[src/rtl/scoreboard_pkg.sv]
// Shared types, 7-segment codes and elaboration helpers for the scoreboard.
package scoreboard_pkg;

  typedef enum logic {
    PLAY = 1'b0,
    OVER = 1'b1
  } state_e;

  typedef logic [3:0] bcd_digit_t;

  // Active-low segments, bit 6 = g ... bit 0 = a.
  localparam logic [6:0] SEG_0    = 7'b1000000;
  localparam logic [6:0] SEG_1    = 7'b1111001;
  localparam logic [6:0] SEG_2    = 7'b0100100;
  localparam logic [6:0] SEG_3    = 7'b0110000;
  localparam logic [6:0] SEG_4    = 7'b0011001;
  localparam logic [6:0] SEG_5    = 7'b0010010;
  localparam logic [6:0] SEG_6    = 7'b0000010;
  localparam logic [6:0] SEG_7    = 7'b1111000;
  localparam logic [6:0] SEG_8    = 7'b0000000;
  localparam logic [6:0] SEG_9    = 7'b0011000;
  localparam logic [6:0] SEG_DASH = 7'b0111111;

  function automatic logic [6:0] seg7_decode(input bcd_digit_t digit);
    case (digit)
      4'd0:    return SEG_0;
      4'd1:    return SEG_1;
      4'd2:    return SEG_2;
      4'd3:    return SEG_3;
      4'd4:    return SEG_4;
      4'd5:    return SEG_5;
      4'd6:    return SEG_6;
      4'd7:    return SEG_7;
      4'd8:    return SEG_8;
      4'd9:    return SEG_9;
      default: return SEG_DASH;
    endcase
  endfunction

  // Binary to 4-digit packed BCD, used only on elaboration constants.
  function automatic logic [15:0] to_bcd(input int value);
    logic [15:0] result = '0;
    int          rest   = value;
    for (int i = 0; i < 4; i++) begin
      result[i*4 +: 4] = 4'(rest % 10);
      rest             = rest / 10;
    end
    return result;
  endfunction

endpackage

[src/rtl/scoreboard_bcd_counter.sv]
// One player's saturating BCD score with a "this increment reaches the target" flag.
module bcd_score_counter
  import scoreboard_pkg::*;
#(
  parameter int                  DIGITS    = 2,
  parameter logic [DIGITS*4-1:0] TARGET    = '0,
  parameter bit                  TARGET_EN = 1'b0
) (
  input  logic                  clk,
  input  logic                  reset,
  input  logic                  clear,
  input  logic                  inc,
  output logic [DIGITS*4-1:0]   score,
  output logic                  target_hit
);

  logic [DIGITS*4-1:0] score_q, score_d, score_inc;
  logic                carry;

  // NOTE: every variable gets its default before any branch, so no path leaves it unassigned and no latch is inferred.
  always_comb begin
    score_inc = score_q;
    carry     = 1'b1;
    for (int i = 0; i < DIGITS; i++) begin
      if (carry) begin
        if (score_q[i*4 +: 4] == 4'd9) begin
          score_inc[i*4 +: 4] = 4'd0;
        end else begin
          score_inc[i*4 +: 4] = score_q[i*4 +: 4] + 4'd1;
          carry               = 1'b0;
        end
      end
    end
    // Carry out of the top digit means all-9s: hold instead of wrapping.
    if (carry) score_inc = score_q;

    score_d = score_q;
    if (clear)    score_d = '0;
    else if (inc) score_d = score_inc;

    target_hit = TARGET_EN && inc && !clear && (score_inc == TARGET);
  end

  // NOTE: state registers use non-blocking assignments; reset is synchronous, so it lives inside the clocked branch.
  always_ff @(posedge clk) begin
    if (reset) score_q <= '0;
    else       score_q <= score_d;
  end

  assign score = score_q;

endmodule

[src/rtl/scoreboard.sv]
// Multi-player BCD scoreboard: counts round wins, ends the match at WIN_TARGET, drives 7-segment codes.
module scoreboard
  import scoreboard_pkg::*;
#(
  parameter int   NUM_PLAYERS = 2,
  parameter int   DIGITS      = 2,
  parameter int   WIN_TARGET  = 10,
  localparam int  PW          = (NUM_PLAYERS > 1) ? $clog2(NUM_PLAYERS) : 1
) (
  input  logic                            clk,
  input  logic                            reset,
  input  logic                            round_valid,
  input  logic [PW-1:0]                   round_winner,
  input  logic                            clear_scores,
  output logic                            round_ack,
  output logic [NUM_PLAYERS*DIGITS*4-1:0] score_bcd,
  output logic [NUM_PLAYERS*DIGITS*7-1:0] hex,
  output logic                            match_over,
  output logic [PW-1:0]                   match_winner
);

  localparam int          MAX_SCORE   = (10 ** DIGITS) - 1;
  localparam logic [15:0] TARGET_FULL = to_bcd(WIN_TARGET);

  if (NUM_PLAYERS < 2 || NUM_PLAYERS > 8 || DIGITS < 1 || DIGITS > 4 ||
      WIN_TARGET < 0 || WIN_TARGET > MAX_SCORE) begin : g_bad_params
    $error("scoreboard: parameter out of range");
  end

  state_e          state_q, state_d;
  logic [PW-1:0]   match_winner_q, match_winner_d;
  logic            round_ack_q, round_ack_d;
  logic            match_over_q, match_over_d;
  logic            counted;
  logic [NUM_PLAYERS-1:0] inc, hit;

  assign counted = round_valid && !clear_scores && (state_q == PLAY) &&
                   (int'(round_winner) < NUM_PLAYERS);

  for (genvar p = 0; p < NUM_PLAYERS; p++) begin : g_player
    assign inc[p] = counted && (int'(round_winner) == p);

    bcd_score_counter #(
      .DIGITS    (DIGITS),
      .TARGET    (TARGET_FULL[DIGITS*4-1:0]),
      .TARGET_EN (WIN_TARGET != 0)
    ) u_counter (
      .clk        (clk),
      .reset      (reset),
      .clear      (clear_scores),
      .inc        (inc[p]),
      .score      (score_bcd[p*DIGITS*4 +: DIGITS*4]),
      .target_hit (hit[p])
    );
  end

  for (genvar j = 0; j < NUM_PLAYERS*DIGITS; j++) begin : g_hex
    assign hex[j*7 +: 7] = seg7_decode(score_bcd[j*4 +: 4]);
  end

  always_comb begin
    state_d        = state_q;
    match_winner_d = match_winner_q;
    round_ack_d    = 1'b0;
    if (clear_scores) begin
      state_d        = PLAY;
      match_winner_d = '0;
    end else if (counted) begin
      round_ack_d = 1'b1;
      if (|hit) begin
        state_d        = OVER;
        match_winner_d = round_winner;
      end
    end
    match_over_d = (state_d == OVER);
  end

  always_ff @(posedge clk) begin
    if (reset) begin
      state_q        <= PLAY;
      match_winner_q <= '0;
      round_ack_q    <= 1'b0;
      match_over_q   <= 1'b0;
    end else begin
      state_q        <= state_d;
      match_winner_q <= match_winner_d;
      round_ack_q    <= round_ack_d;
      match_over_q   <= match_over_d;
    end
  end

  assign round_ack    = round_ack_q;
  assign match_over   = match_over_q;
  assign match_winner = match_winner_q;

endmodule

[config.mk]
export PLATFORM = sky130hd
export DESIGN_NAME = scoreboard
export DESIGN_NICKNAME = d
export VERILOG_FILES = /design/src/rtl/scoreboard_pkg.sv /design/src/rtl/scoreboard_bcd_counter.sv /design/src/rtl/scoreboard.sv
export SDC_FILE = /design/constraint.sdc
export NUM_CORES = 1
export LEC_CHECK = 0
export CAP_MARGIN = 10
export CORE_UTILIZATION = 47
export DETAILED_ROUTE_END_ITERATION = 8
export PLACE_DENSITY = 0.8
export SYNTH_ARGS = -nofsm -noshare
export SYNTH_HDL_FRONTEND = slang
export SYNTH_SLANG_ARGS = --single-unit
[constraint.sdc]
create_clock -name clk -period 2.7 [get_ports clk]
set_clock_uncertainty 0.2 [all_clocks]
set_input_delay 0.54 -clock clk [delete_from_list [all_inputs] [get_ports clk]]
set_output_delay 0.54 -clock clk [all_outputs]
set_load 0.05 [all_outputs]
Yosys cells after proc, flatten, opt, wreduce, memory -nomap -nowiden

Memory sizes are Yosys's and may differ from the RTL's. A register that Yosys moved wholly into a read port is not among the register bits.
Cells that the tools add are included.
Widths: inputs -> output; s select.

Multiplexer cells: 23
Reductions and logical operators: 12
$add $sub $neg: 4
Bitwise operators: 2
Equality and inequality tests: 6

Operators with widths:

| cell                | count |
|---|---|
| $mux 4              | 14 |
| $add 4x1->4 const B | 4 |
| $eq 4x4->1 const B  | 4 |
| $eq 8x5->1 const B  | 2 |
| $mux 8              | 2 |
| $logic_and 1x1->1   | 8 |
| $mux 1              | 7 |
| $reduce_or 2->1     | 2 |
| $not 1->1           | 2 |
| $reduce_and 2->1    | 1 |
| $logic_not 1->1     | 1 |

Bits of input ports: 5
ROM bits: 448
Word-level logic and storage cells: 56
Memories: 4
Output and inout port bits: 47
Register bits after elaboration: 19

Memory list:

| memory          | depth | width | rd ports | clocked after memory_dff | write ports | line                 | RTL |
|---|---|---|---|---|---|---|---|
| (no name shown) | 16    | 7     | 1        | 1                        | 0           | scoreboard_pkg.sv:25 | `case (digit)` |
| (no name shown) | 16    | 7     | 1        | 1                        | 0           | scoreboard_pkg.sv:25 |  |
| (no name shown) | 16    | 7     | 1        | 1                        | 0           | scoreboard_pkg.sv:25 |  |
| (no name shown) | 16    | 7     | 1        | 1                        | 0           | scoreboard_pkg.sv:25 |  |

Logic depth before layout (Yosys ltp)

Gate-level depths: netlist (run 1).

Word-level depth: 8
Mapped depth: 11
Gate-level depth less buffers: 10

Modules after synthesis

Synthesis (run 1) repeated with hierarchy kept, for this count alone.

Cells, all modules: 252
Area total of the unflattened synthesis: 1,813.0 µm²

By module, submodules not included:

| module            | area each (µm²) | cells each | seq. area each (µm²) | instances |
|---|---|---|---|---|
| scoreboard        | 932.1           | 148        | 60.1                 | 1 |
| bcd_score_counter | 440.4           | 52         | 160.2                | 2 |

Worst setup path after synthesis (run 1)

No wires, ideal clock.

Kind: register -> register
Start point: reg g_player[1].u_counter.score_q[2]
End point: reg, netlist name hex[24]
Stages on the path, launching flop included: 11
Required time: 2.362 ns
Path slack: -0.137 ns
Clock period less this slack: 2.837 ns
Buffers on the path: 1
Data arrival time: 2.500 ns
Library setup time: 0.138 ns
Cells stage by stage: dfxtp_1 > clkbuf_1 > and4bb_2 > and4b_1 > nor3_1 > inv_1 > ha_1 > inv_1 > nand3_1 > a311oi_1 > a311oi_1

Word-level cells in the longest chain between the ends: 6
Elaborated cells between the ends (all ways): 7
Classes of those cells: eq/ne (1); mux (6)

RTL lines:

| element                                   | line                         | RTL |
|---|---|---|
| from (decl)                               | scoreboard_bcd_counter.sv:17 | `logic [DIGITS*4-1:0] score_q, score_d, score_inc;` |
| from (signal assigned)                    | scoreboard_bcd_counter.sv:47 | `else score_q <= score_d;` |
| $eq 4x4->1 (*)                            | scoreboard_bcd_counter.sv:26 | `if (score_q[i*4 +: 4] == 4'd9) begin` |
| $mux 1 (*)                                | scoreboard_bcd_counter.sv:26 |  |
| $mux 4 or $mux 1 (tied branches)          | scoreboard_bcd_counter.sv:25 | `if (carry) begin` |
| $mux 8 (*)                                | scoreboard_bcd_counter.sv:35 | `if (carry) score_inc = score_q;` |
| $mux 4 (no source line) (*) (2 in series) | -                            |  |

Mark *: on every way between the ends. The rest lies on a longest branch, timed or not.
A chain may end at the register's enable or synchronous reset.

Worst setup path in the final report (run 1)

Start point: in clear_scores
End point: reg, netlist name hex[24]

Word-level cells in the longest chain between the ends: 6
Elaborated cells between the ends (all ways): 7
Classes of those cells: mux (2); reduce/logical (5)

RTL lines:

| element                         | line             | RTL |
|---|---|---|
| from (decl)                     | scoreboard.sv:14 | `input logic clear_scores,` |
| $logic_not 1->1                 | scoreboard.sv:37 | `assign counted = round_valid && !clear_scores && (state_q == PLAY) &&` |
| $logic_and 1x1->1 (2 in series) | scoreboard.sv:37 |  |
| $logic_and 1x1->1               | scoreboard.sv:41 | `assign inc[p] = counted && (int'(round_winner) == p);` |
| $mux 4 (no source line)         | -                |  |
| $mux 4 (no source line) (*)     | -                |  |

Marked as above.

==> summary by stage, run 1 <==
Status
The flow ran to the end, and the final reports show no timing, DRC or antenna violations.

Power and ir drop
The worst-case IR drop observed on VDD is 0.263 mV. For this design the static power due to leakage is about 1.6 nW. The sequential power share is 0.542.

Of the total power, the share spent switching nets is 0.245. The total power after layout is about 0.0013 W. The power dissipated by switching net loads is 0.000318 W. The power density over the cells is between 300 and 400 nW/um2.

The combinational group share of total power is 0.095. The internal power consumption is about 0.001 W. Of the total power, the clock network draws 0.364.

Clocking
Counting the buffers created by CTS gives 5. TritonCTS built the clock tree. The H-tree depth is 2.

The master cell of the clock root buffer is clkbuf_8. The later pin in the worst-skew pair is clocked with a latency of between 0.3 and 0.4 ns. After clock tree synthesis, the clock-pin slew on the worst setup and hold paths is about 0.08 ns.

The longest clock path from root to sink contains 2 buffers. The clock sink total is between 40 and 50. The number of hold buffers added after CTS was 0.

Synth
The average cell area after synthesis is between 8 and 9 um2. The sequential element share of the synthesized area is 0.344. After synthesis the netlist holds a flip-flop and latch count of 47. The synthesized instance count is between 300 and 400. Summing every instance area after synthesis gives 2730 um2. The dominant register cell in the synthesized netlist is dfxtp_1. The number of distinct library cell variants in the gate-level netlist after synthesis is 57.

The most frequent cell after synthesis is dfxtp_1. Counting instances in the post-synthesis netlist gives the leading cell types as dfxtp_1 (47), nand2_1 (28), inv_1 (24), nor2_1 (24). Sorting the synthesized cells by area gives the leading types as dfxtp_1 (34%), ha_1 (9.2%), mux2i_1 (4.8%).

The post-synthesis net count is 347. The library cell with the largest summed area after synthesis is dfxtp_1. Of the post-synthesis cell area, the dominant cell type holds 0.344. In the synthesized netlist the async set-or-reset flop fraction comes to 0. The number of warnings issued by yosys is 0. The count of flip-flops with a built-in enable after synthesis is 0.

Placed design
The post-DP HPWL is just under 5000 um. The number of port buffers is 51. The count of placed standard cells including taps is 479. The weighted congestion at the end of routability-driven global placement is between 0.9 and 1.

Timing
The worst hold slack across all endpoints is between 0.3 and 0.4 ns. The remaining max-slew budget at the tightest pin is 0.612. At the pin with the least slew margin, the transition time is just under 0.6 ns. The maximum clock frequency is approximately 390 MHz. The fraction of the cycle the final worst path needs is 0.949. The final critical delay including setup and external delays is 2.56 ns. The total of endpoints with negative setup slack in the final report is 0. The final count of hold timing violations is 0.

The final max-slew violation count is 0. The final sum of negative setup slack is 0 ns. Setup repair after global routing left no endpoint under its margin.

Die
The die is a little under 80 um tall. In this run the horizontal extent of the chip is approximately 80 um. The number of rows created at floorplan is 27.

The core outline area is approximately 5500 um2. The initial utilization of the core area, before any placement, comes to 0.493. The die covers 6130 um2. between 50 and 60 I/O pins were placed.

Routing
In the routed layout, each cell is associated on average with a via count of 5.60. The first-pass detailed-route iteration total is 4. The detail route stage leaves a number of antenna-violating nets equal to 0.

The final wirelength is 6850 um. In the final routed layout, each cell accounts on average for approximately 14 um. The total via count after detailed routing is 2734.

After detailed routing, the number of remaining DRC violations is 0. The count of routing violations after the opening detailed-route iteration is between 150 and 200.

Final layout
Once layout is complete, the utilization of the core stands at 0.685. For this run, the post-layout net count is between 400 and 500. The area growth from synthesis to layout is 38.7%. The share of post-route cells with drive strength above 1 is 0.202. The number of antenna cells inserted is 0.

Across the whole layout, storage elements account for around 950 um2. The multi-input combinational cells in the finished layout cover a total of ~1600 um2. The layout has about 440 filler cells. The non-filler instance count after layout is around 500.

Worst setup path
The element type at the critical path start is a primary input. The largest fanout on the critical path is 6. The arrival time of the worst setup path is around 2.6 ns. The critical path data required time is 2.69 ns. The critical path is of the in2reg type. The type of element capturing the critical path is a flip-flop.

Global routing
The total congestion overflow after global routing is 0. The wire length of the first global-routing pass is between 10000 and 15000 um. The via count of the first global-routing pass is around 2400. Entering global routing, the biggest net connects 16 pins. The number of antenna violations at the first check in global routing was 0. In the global route stage, overall resource usage came out at 0.231.

Worst hold path
The worst hold path belongs to the class reg2reg.

Run
The max-cap check violation count is 0.
-- worst paths after layout --
kind                                       start            to  slack (ns)  depth (start not counted)
setup / recovery                    clear_scores       hex[24]        0.14                         10
hold / removal                      match_winner  match_winner        0.32                          1
setup reg to reg  g_player[0].u_counter.score[7]        hex[8]        0.17                          7
hold reg to reg                     match_winner  match_winner        0.32                          1
-- sequential cells by signal, indices dropped and copies added, names as in the netlist --
signal                    count
hex                          28
g_player.u_counter.score     16
match_over                    1
match_winner                  1
round_ack                     1
-- metal layers --
metal | wire [um] | GRT usage
met1 | 3130 | 0.302
met2 | 3200 | 0.371
met3 | 354 | 0.0395
met4 | 155 | 0.107
met5 | 0 | 0
-- power groups by stage --
stage | logic [W] | clock network [W] | registers [W]
final | 0.000123 | 0.000473 | 0.000704
after global routing | 0.000130 | 0.000517 | 0.000706
after CTS | 0.000122 | 0.000482 | 0.000704
after detailed placement | 0.000123 | 0 | 0.000721
after global placement | 0.000121 | 0 | 0.000720
after floorplan | 0.0000403 | 0 | 0.000750
-- placed cells by master (no fill, tap or decap), types with 4 or more instances in the layout --
cell type	synthesis	final
nand2b_1	4	4
and4bb_2	4	4
inv_1	24	24
and4_1	4	4
a31oi_1	6	6
nand3_1	12	12
nand2_1	28	28
and2_1	6	6
nor3_1	8	7
o21ai_0	19	18
dfxtp_1	47	42
clkbuf_8	0	7
nand4_1	4	4
o211ai_1	5	5
buf_4	0	52
clkdlybuf4s50_1	0	48
nor2_1	24	24
dfxtp_2	0	5
mux2i_1	13	12
a21oi_1	20	20
ha_1	20	19
-- worst max-delay path, cell delays in order --
cell and delay, ns:
dlygate4sd2_1 0.30, and4bb_2 0.38, and3_4 0.21, mux2i_2 0.22
nor2_1 0.09, ha_1 0.31, inv_1 0.10, a31oi_1 0.09
a311oi_1 0.25, a311oi_1 0.07
-- through the flow --
stage	cell area [um2]	setup slack [ns]
floorplan	2740	-0.0161
global placement	3670	-0.381
detailed placement	3670	-0.475
CTS	3780	0.126
global route	3790	0.00131
finish	3790	0.137
-- cell type report --
cell class,count,share of cell area
Clock buffer,8,0.0264
Multi-Input combinational cell,233,0.435
Inverter,24,0.0238
Timing Repair Buffer,104,0.242
Sequential cell,47,0.250
Tap cell,72,0.0238
-- kinds of logic (layout without fill, tap and decap cells) --
| logic type | Yosys count | in the layout | share of synthesized area |
|---|---|---|---|
| AO/OA/AOI/OAI | 78 | 78 | 0.187 |
| buffers and inverters | 42 | 136 | 0.0590 |
| AND/OR/NAND/NOR | 117 | 117 | 0.250 |
| adder cells (fa/ha/maj) | 20 | 20 | 0.0915 |
| multiplexers | 16 | 16 | 0.0613 |
| flip-flops | 47 | 47 | 0.344 |
| XOR/XNOR | 2 | 2 | 0.00641 |
-- what timing repair did --
item                                    4_1_cts  5_1_grt
pin swaps                                     1        1
gates resized for setup                       5        3
endpoints found under the setup margin       11        2
buffers inserted                              1        0
(Power assumes the default switching activity.)
==> inputs of run 2 (changes only) <==
CORE_UTILIZATION = 56   (was 47)
CTS_CLUSTER_SIZE = 10   (was default)
PLACE_DENSITY = 0.85   (was 0.8)
clock period = 3.2 ns   (was 2.7 ns; I/O delays follow)
==> run 2 against run 1 <==
Effect of this change: sequential power down 15%; design area down 5.9%; setup slack better by 0.12 ns; routed wire length down 6.9%; register-to-register slack better by 0.39 ns; die area down 16%; non-clock buffer count down 25; clock-buffer cell count down 2; sequential share of layout area up 1.4 points; power down 14%; largest power group unchanged.
==> summary by stage, run 2 (same netlist as run 1, synthesis figures left out) <==
Routing
The remaining routing DRC violations is 0. Wires add up to about 6400 um. The total via count after detailed routing is between 2000 and 3000. The average vias per placed instance is about 5.7.

The post-route antenna net violation count is 0. Dividing the detail-routed wire length by the instance count gives 14.0 um. The count of routing violations after the opening detailed-route iteration is 225. The first-pass detailed-route iteration total is 4.

Die
Row generation in the floorplan step produced 25 rows. The initial core utilization is 0.579. The vertical die dimension is 71.9 um.

The die is 71.9 um wide. During I/O placement, the number of pins put on the boundary was 52. The core outline area is around 4700 um2. The floorplan step defined a die boundary enclosing between 5000 and 6000 um2.

Power and ir drop
For this design the ratio of total power to cell area is approximately 310 nW/um2. The reported leakage power is between 1 and 1.5 nW. The maximum VDD drop is about 0.21 mV.

Timing
In the finished design, the share of the clock period the worst path needs comes to 0.921. Setup violations remaining at the end of the flow were counted as 0. The final count of hold timing violations is 0. Setup repair after global routing left no endpoint under its margin. The clock period could shrink to around 3 ns. Static timing analysis puts the maximum clock frequency at ~340 MHz. The final max-slew violation count is 0.

At the pin with the least slew margin, the transition time is between 0.5 and 0.6 ns. The worst hold slack across all endpoints is 0.340 ns. The final sum of negative setup slack is 0 ns. In this run the tightest slew margin relative to its limit is 0.647.

Clocking
In this run the deepest clock path goes through 2 buffers. The TritonCTS clock tree is yes. The tree is rooted in a clkbuf_8. The H-tree depth is 2.

Gates resized during post-CTS repair numbered 0. The clock transition time at the flip-flop clock pins of the worst setup and hold paths is 0.09 ns. The number of buffers inserted during clock tree synthesis is 5. Clock tree synthesis found a total of 47 sinks. The clock latency of the later-clocked register in the worst-skew pair is about 0.3 ns.

The number of buffers inserted to repair setup after CTS is 0. The hold buffer count at CTS is 0.

Worst setup path
The critical path class is in2reg. The largest fanout on the critical path is 6. The launch point of the critical path is clear_scores. The element type at the critical path start is a primary input. At the worst endpoint, the required time is between 3 and 4 ns. The type of element capturing the critical path is a flip-flop. The arrival time of the worst setup path is approximately 3 ns. The worst reg2reg path startpoint is g_player[0].u_counter.score[7].

The register-to-register setup slack is 0.56 ns.

Final layout
At the end of the flow, the number of nets in the layout was 415. 0 antenna diodes ended up in the layout. The share of post-route cells with drive strength above 1 is 0.126. In the final layout, the multi-input gates occupy between 1500 and 2000 um2. The sequential standard cell area is about 940 um2. The area growth from synthesis to layout is 30.6%. The number of filler instances in the final layout is 337. The number of flip-flops in the largest register is 28. The top cell types in the final layout, fill and taps aside, are clkdlybuf4s50_1 (51), dfxtp_1 (47), nand2_1 (28), buf_4 (28). Excluding fillers, the count of instances in the completed layout stands at between 400 and 500. Leaving out fill and tap cells, the most frequent cell in the layout is clkdlybuf4s50_1.

Global routing
The number of antenna violations at the first check in global routing was 0. The via count of the first global-routing pass came to 2307. The total congestion overflow after global routing is 0.

Across every metal layer, demand over resource in global routing totals 0.252. The first global-routing pass estimated between 10000 and 15000 um of wire. Entering global routing, the biggest net connects 23 pins.

Worst hold path
The startpoint identified for the worst hold timing path is match_winner. The min-delay analysis places its worst path in the category reg2reg.

Placed design
Routability-driven placement finished with a final weighted congestion of roughly 0.86. The post-DP HPWL is between 4000 and 5000 um. The number of port buffers is a little over 50. The count of placed standard cells including taps is 450.

Run
The max-cap check violation count is 0.

Status
The flow ran to the end, and the final reports show no timing, DRC or antenna violations.
run 2: final timing paths:
path	cells past startpoint	endpoint
worst max-delay path	10	hex[25]
worst min register to register	1	match_winner
worst max register to register	6	hex[3]
worst min-delay path	1	match_winner
run 2: per-stage QoR:
step	setup slack [ns]	cell area [um2]	utilization	total power [W]
4_1_cts	0.287	3570	0.756	0.00112
5_1_grt	0.0276	3570	0.756	0.00115
6_report	0.254	3570	0.756	0.00112
2_1_floorplan	0.363	2730	-	0.000667
3_3_place_gp	0.0313	3470	0.734	0.000703
3_5_place_dp	-0.0252	3470	0.734	0.000704
run 2: cell type report:
| cell class | instances | area share |
|---|---|---|
| Clock buffer | 6 | 0.0203 |
| Clock inverter | 1 | 0.00841 |
| Inverter | 24 | 0.0252 |
| Multi-Input combinational cell | 233 | 0.457 |
| Sequential cell | 47 | 0.264 |
| Tap cell | 67 | 0.0235 |
| Timing Repair Buffer | 79 | 0.202 |
run 2: report_power, final:
part | switching, W | total, W | internal, W
combinational | 0.0000598 | 0.0000962 | 0.0000363
clock | 0.000195 | 0.000425 | 0.000229
sequential | 0.00000458 | 0.000596 | 0.000591
total | 0.000260 | 0.00112 | 0.000857
run 2: worst max-delay path, stage by stage:
cell,delay (ns)
clkdlybuf4s50_1,0.60
and4bb_2,0.31
and4b_1,0.21
nor3_1,0.20
inv_1,0.11
buf_4,0.16
ha_1,0.23
o211ai_1,0.19
o211ai_1,0.12
a32oi_1,0.19
run 2: routing by layer:
metal / up-vias / track usage / routed length (um)
met5: - / 0 / 0
met4: 0 / 0.0893 / 94
met3: 10 / 0.0478 / 382
met2: 109 / 0.413 / 3070
met1: 1191 / 0.333 / 2830
li1: 1289 / - / -
